`src/rtl/async_pkg.sv`:
```
// Shared types and default constants for the async_lib handshake boundary blocks.
package async_pkg;

  typedef enum logic [1:0] {
    IDLE,
    FORK,
    ACK_HI,
    RELEASE
  } fork_state_t;

  localparam int SYNC_STAGES_DEF = 2;
  localparam int TIMEOUT_DEF     = 1024;

endpackage

```
`src/rtl/sync_ff.sv`:
```
// Single-bit multi-flop synchroniser for an asynchronous handshake input.
module sync_ff #(
  parameter int stages = 2
) (
  input  logic clk,
  input  logic rst,
  input  logic i_d,
  output logic o_q
);

  logic [stages-1:0] r_ff;

  // NOTE: sequential state uses non-blocking assignments so every flop samples
  // its input from before the edge; blocking here would collapse the chain.
  always_ff @(posedge clk or posedge rst) begin
    if (rst) r_ff <= '0;
    else     r_ff <= {r_ff[stages-2:0], i_d};
  end

  assign o_q = r_ff[stages-1];

endmodule

```
`src/rtl/fork_sync_param.sv`:
```
// Clocked fork: broadcasts one 4-phase request to `size` branches and merges
// their acknowledges into a single upstream acknowledge, with a sticky timeout.
module fork_sync_param
  import async_pkg::*;
#(
  parameter int size           = 2,
  parameter int sync_stages    = SYNC_STAGES_DEF,
  parameter int timeout_cycles = TIMEOUT_DEF
) (
  input  logic            clk,
  input  logic            rst,
  input  logic            req_in,
  output logic            ack_in,
  output logic [size-1:0] req_out,
  input  logic [size-1:0] ack_out,
  input  logic [size-1:0] en,
  output logic            busy,
  output logic            err
);

  localparam int              CW  = $clog2(timeout_cycles + 1);
  localparam logic [CW-1:0]   TMO = CW'(timeout_cycles);

  logic            w_req_s;
  logic [size-1:0] w_ack_s;

  sync_ff #(.stages(sync_stages)) u_sync_req (
    .clk (clk),
    .rst (rst),
    .i_d (req_in),
    .o_q (w_req_s)
  );

  for (genvar g = 0; g < size; g++) begin : g_ack_sync
    sync_ff #(.stages(sync_stages)) u_sync_ack (
      .clk (clk),
      .rst (rst),
      .i_d (ack_out[g]),
      .o_q (w_ack_s[g])
    );
  end

  fork_state_t     r_state,   w_state_nxt;
  logic [size-1:0] r_mask,    w_mask_nxt;
  logic [size-1:0] r_done,    w_done_nxt;
  logic [size-1:0] r_req_out, w_req_nxt;
  logic            r_ack_in,  w_ack_nxt;
  logic [CW-1:0]   r_cnt,     w_cnt_nxt;
  logic            r_err,     w_err_nxt;
  logic [size-1:0] w_done_acc;

  always_ff @(posedge clk or posedge rst) begin
    if (rst) begin
      r_state   <= IDLE;
      r_mask    <= '0;
      r_done    <= '0;
      r_req_out <= '0;
      r_ack_in  <= 1'b0;
      r_cnt     <= '0;
      r_err     <= 1'b0;
    end else begin
      r_state   <= w_state_nxt;
      r_mask    <= w_mask_nxt;
      r_done    <= w_done_nxt;
      r_req_out <= w_req_nxt;
      r_ack_in  <= w_ack_nxt;
      r_cnt     <= w_cnt_nxt;
      r_err     <= w_err_nxt;
    end
  end

  // NOTE: every signal gets its hold value before the case so no path leaves
  // it unassigned, which would otherwise infer a latch.
  always_comb begin
    w_state_nxt = r_state;
    w_mask_nxt  = r_mask;
    w_done_nxt  = r_done;
    w_req_nxt   = r_req_out;
    w_ack_nxt   = r_ack_in;
    w_done_acc  = r_done | (r_mask & w_ack_s);

    unique case (r_state)
      IDLE: begin
        if (w_req_s) begin
          w_mask_nxt = en;
          w_req_nxt  = en;
          w_done_nxt = ~en;
          if (en == '0) begin
            w_state_nxt = ACK_HI;
            w_ack_nxt   = 1'b1;
          end else begin
            w_state_nxt = FORK;
          end
        end
      end
      FORK: begin
        // The completion test uses this cycle's acks so ack_in follows the
        // last branch by a single cycle.
        w_done_nxt = w_done_acc;
        if (&w_done_acc) begin
          w_ack_nxt   = 1'b1;
          w_state_nxt = ACK_HI;
        end
      end
      ACK_HI: begin
        if (!w_req_s) begin
          w_req_nxt   = '0;
          w_state_nxt = RELEASE;
        end
      end
      RELEASE: begin
        if ((w_ack_s & r_mask) == '0) begin
          w_ack_nxt   = 1'b0;
          w_state_nxt = IDLE;
        end
      end
      default: w_state_nxt = IDLE;
    endcase

    w_cnt_nxt = r_cnt;
    w_err_nxt = r_err;
    if (w_state_nxt != r_state) begin
      w_cnt_nxt = '0;
    end else if ((r_state == FORK || r_state == RELEASE) && r_cnt != TMO) begin
      w_cnt_nxt = r_cnt + CW'(1);
    end
    if (w_cnt_nxt == TMO) w_err_nxt = 1'b1;
  end

  assign req_out = r_req_out;
  assign ack_in  = r_ack_in;
  assign err     = r_err;
  assign busy    = (r_state != IDLE);

endmodule

```
`config.mk`:
```
export PLATFORM = sky130hd
export DESIGN_NAME = fork_sync_param
export DESIGN_NICKNAME = d
export VERILOG_FILES = /design/src/rtl/async_pkg.sv /design/src/rtl/sync_ff.sv /design/src/rtl/fork_sync_param.sv
export SDC_FILE = /design/constraint.sdc
export NUM_CORES = 1
export LEC_CHECK = 0
export BUFFER_PORTS_ARGS = -buffer_cell sky130_fd_sc_hd__buf_2
export CAP_MARGIN = 20
export CORE_AREA = 2 2 59 61
export DETAILED_ROUTE_END_ITERATION = 6
export DIE_AREA = 0 0 61 63
export GPL_ROUTABILITY_DRIVEN = 0
export PLACE_DENSITY_LB_ADDON = 0.25
export SLEW_MARGIN = 20
export SYNTH_ARGS = -nofsm -noshare
export SYNTH_HDL_FRONTEND = slang
export SYNTH_SLANG_ARGS = --single-unit
```
`constraint.sdc`:
```
create_clock -name clk -period 2.05 [get_ports clk]
set_input_delay 0.615 -clock clk [delete_from_list [all_inputs] [get_ports clk]]
set_output_delay 0.615 -clock clk [all_outputs]
set_load 0.05 [all_outputs]
```
==> reports/metrics.yaml <==
status:
  outcome: "complete, no violations"
synthesis:
  yosysTopAreaCell: "dfrtp_1"
  syn_nets: 152
  synthAdderAreaFrac_pct: 1.80
  syn_area_sq_mm: 0.00139
  synth-simple-area-share_pct: 21.7
  seq_area_frac_synth_pct: 48.5
  synthMuxAreaShare_pct: 3.14
  synth_cell_type_count: 38
  yosysTopAreaCellShare_pct: 48.5
  netlist_top_cells_area: "dfrtp_1, nor2_1, xnor2_1, nand2_1, a21oi_1"
  ys_seq_elements: 27
  syn-mean-instance-area_sq_um: 9.74
  yosysWarnings: 0
  syn_inst: 143
  synth_top_family_by_area: "simple AND/OR/NAND/NOR gates"
  synth_xor_area_share_pct: 7.55
  synth_compound_area_share_pct: 13.4
floorplan:
  fp.dieH_microns: 63
  dieArea_sq_mm: 0.00384
  fp.dieW_microns: 61
  fp.coreArea_sq_mm: 0.00323
  ios: 12
  fp-row-count: 21
  start_util_pct: 43.1
clocking:
  clock-sinks: 27
  cts_tree: "yes"
  ctsResizeCount: 0
  cts_hold_buffers: 0
  clk_pin_slew_worst_paths_ns: 0.15
  clockBufferDepth: 2
  cts_buffers: 3
  root_buffer: "clkbuf_4"
  postCtsSetupRepairBufs: 0
  h-tree-depth: 1
  clk_latency_ns: 0.32
timing:
  setup_viol: 0
  worst_slew_pin_slew_ns: 0.349
  hold_viol: 0
  min_period_ns: 1.97
  fmax_ghz: 0.508
  period_share_pct: 96.1
  setup_ws_ns: 0.0799
  timing.slew.headroom_pct: 76.7
  tns_ns: 0
  fin_skew_ns: 0.00373
  drv_slew: 0
  rsz0062_at_grt: "false"
routing:
  wire_per_inst_microns: 13.0
  route.detailed.drc: 0
  first_pass_iters: 4
  num_vias: 1056
  drtAntennaViolNets: 0
  routed_wl_mm: 2.63
  avgViaCountPerCell: 5.23
  drtIter0Drc: 26
place:
  port_buffers: 11
  post-place-cells: 198
  dp_hpwl_mm: 1.91
  place_ws_ns: 0.256
pwr:
  p_leak_nw: 0.709
  p_per_area_mw_per_mm2: 523
  vdd_ir_drop_max_mv: 0.313
  p_total_mw: 0.801
global_route:
  grt_pass1_vias: 1061
  antenna_found_initial: 0
  grt_start_max_net_pins: 28
  grt_usage_pct: 16.4
  grt-ovfl-total: 0
  grt_pass1_wl_mm: 4.86
cells_and_area:
  nNetsFinal: 166
  fill_cells: 308
  seqCellArea_sq_um: 677
  multi_input_area_sq_um: 662
  syn_to_final_growth_pct: 9.88
  diodes: 0
  drive_gt1_share_pct: 18.6
  final_cells: 202
job:
  drv_cap: 0
critical_path:
  arrival_ns: 1.36
  path_class: "flip-flop to primary output"
  crit_path_end_kind: "primary output"
  cp_max_fo: 11
  start_kind: "flip-flop"
  crit_required_ns: 1.43
worst_hold_path:
  hold_path_class: "input port to async pin"
-- cell usage after synthesis, drive strengths merged --
library cell / n
a21o: 3
a21oi: 8
a221oi: 1
a22oi: 1
a311oi: 1
a31oi: 1
a41o: 1
and2b: 1
and3: 2
buf: 5
clkbuf: 2
dfrtp: 27
ha: 2
inv: 4
mux2: 3
mux2i: 1
nand2: 12
nand2b: 1
nand3: 6
nand4: 6
nor2: 22
nor2b: 5
nor3: 2
nor4b: 1
o21a: 3
o21ai: 4
o22a: 2
o31a: 1
o31ai: 1
or2: 1
or3: 1
xnor2: 9
xor2: 3
-- placed cells by master (no fill, tap or decap), types with 3 or more instances in the layout --
cell type	netlist	routed
nor2_1	21	21
clkbuf_4	0	3
nand4_1	4	4
buf_2	2	11
nor2b_1	5	5
nand3_1	6	6
inv_1	4	4
a21o_1	3	3
o21ai_0	4	4
xnor2_1	9	9
dfrtp_1	27	26
o21a_1	3	3
nand2_1	12	12
buf_4	3	5
a21oi_1	8	8
xor2_1	3	3
-- through the flow --
stage          hold slack, ns  util, %  instance area (sq um)
2_1_floorplan           0.331        -                   1390
3_3_place_gp            0.335     46.5                   1500
3_5_place_dp            0.336     46.5                   1500
4_1_cts                 0.326     47.3                   1530
5_1_grt                 0.341     47.3                   1530
6_report                0.327     47.3                   1530
-- area by class of cell --
class / instances / share of cell area, %
clock buffer: 4 / 1.72
multi-input combinational: 105 / 43.3
inverter: 4 / 0.981
sequential: 27 / 44.2
timing repair buffer: 16 / 6.05
tap: 46 / 3.76
-- metal layers --
layer	vias up	track usage [%]	wire, microns
li1	516	-	-
met1	522	24.4	1350
met2	16	24.1	1180
met3	2	2.90	80
met4	0	5.43	20
met5	-	0	0
-- registers in the layout, indices dropped and copies added, names as in the netlist --
signal                      count
r_cnt                          11
g_ack_sync.u_sync_ack.r_ff      4
r_done                          2
r_mask                          2
r_state                         2
req_out                         2
u_sync_req.r_ff                 2
ack_in                          1
err                             1
-- power by group --
group | leakage, nW | switching, mW | internal (mW)
Sequential | 0.333 | 0.00417 | 0.539
Clock | 0.0150 | 0.156 | 0.0762
Combinational | 0.361 | 0.0167 | 0.00863
Total | 0.709 | 0.177 | 0.623
-- logic make-up after synthesis --
kind of cell / after synthesis
multiplexers: 4
adder cells (fa/ha/maj): 2
AO/OA/AOI/OAI: 27
XOR/XNOR: 12
AND/OR/NAND/NOR: 60
buffers and inverters: 11
flip-flops: 27
-- worst max-delay path, cell delays in order (launching register included) --
cell and delay [ns]:
dfrtp_2 0.51, or2_2 0.31, buf_2 0.22
-- worst paths after layout --
kind                                                                  from                                    endpoint  slack (ns)  cells after the start
worst min-delay path                                                   rst                          r_cnt[6]$_DFF_PP0_        0.33                      3
min in group clk                g_ack_sync[1].u_sync_ack.r_ff[0]$_DFF_PP0_  g_ack_sync[1].u_sync_ack.r_ff[1]$_DFF_PP0_        0.37                      0
worst max register to register                          r_cnt[2]$_DFF_PP0_                             err$_DFFE_PP0N_        0.22                      5
worst max-delay path                                  r_state[0]$_DFF_PP0_                                        busy        0.08                      2
worst min register to register  g_ack_sync[1].u_sync_ack.r_ff[0]$_DFF_PP0_  g_ack_sync[1].u_sync_ack.r_ff[1]$_DFF_PP0_        0.37                      0
max in group asynchronous                                              rst                        r_state[0]$_DFF_PP0_        1.45                      3
No activity file was read; power rests on OpenSTA's default activity.
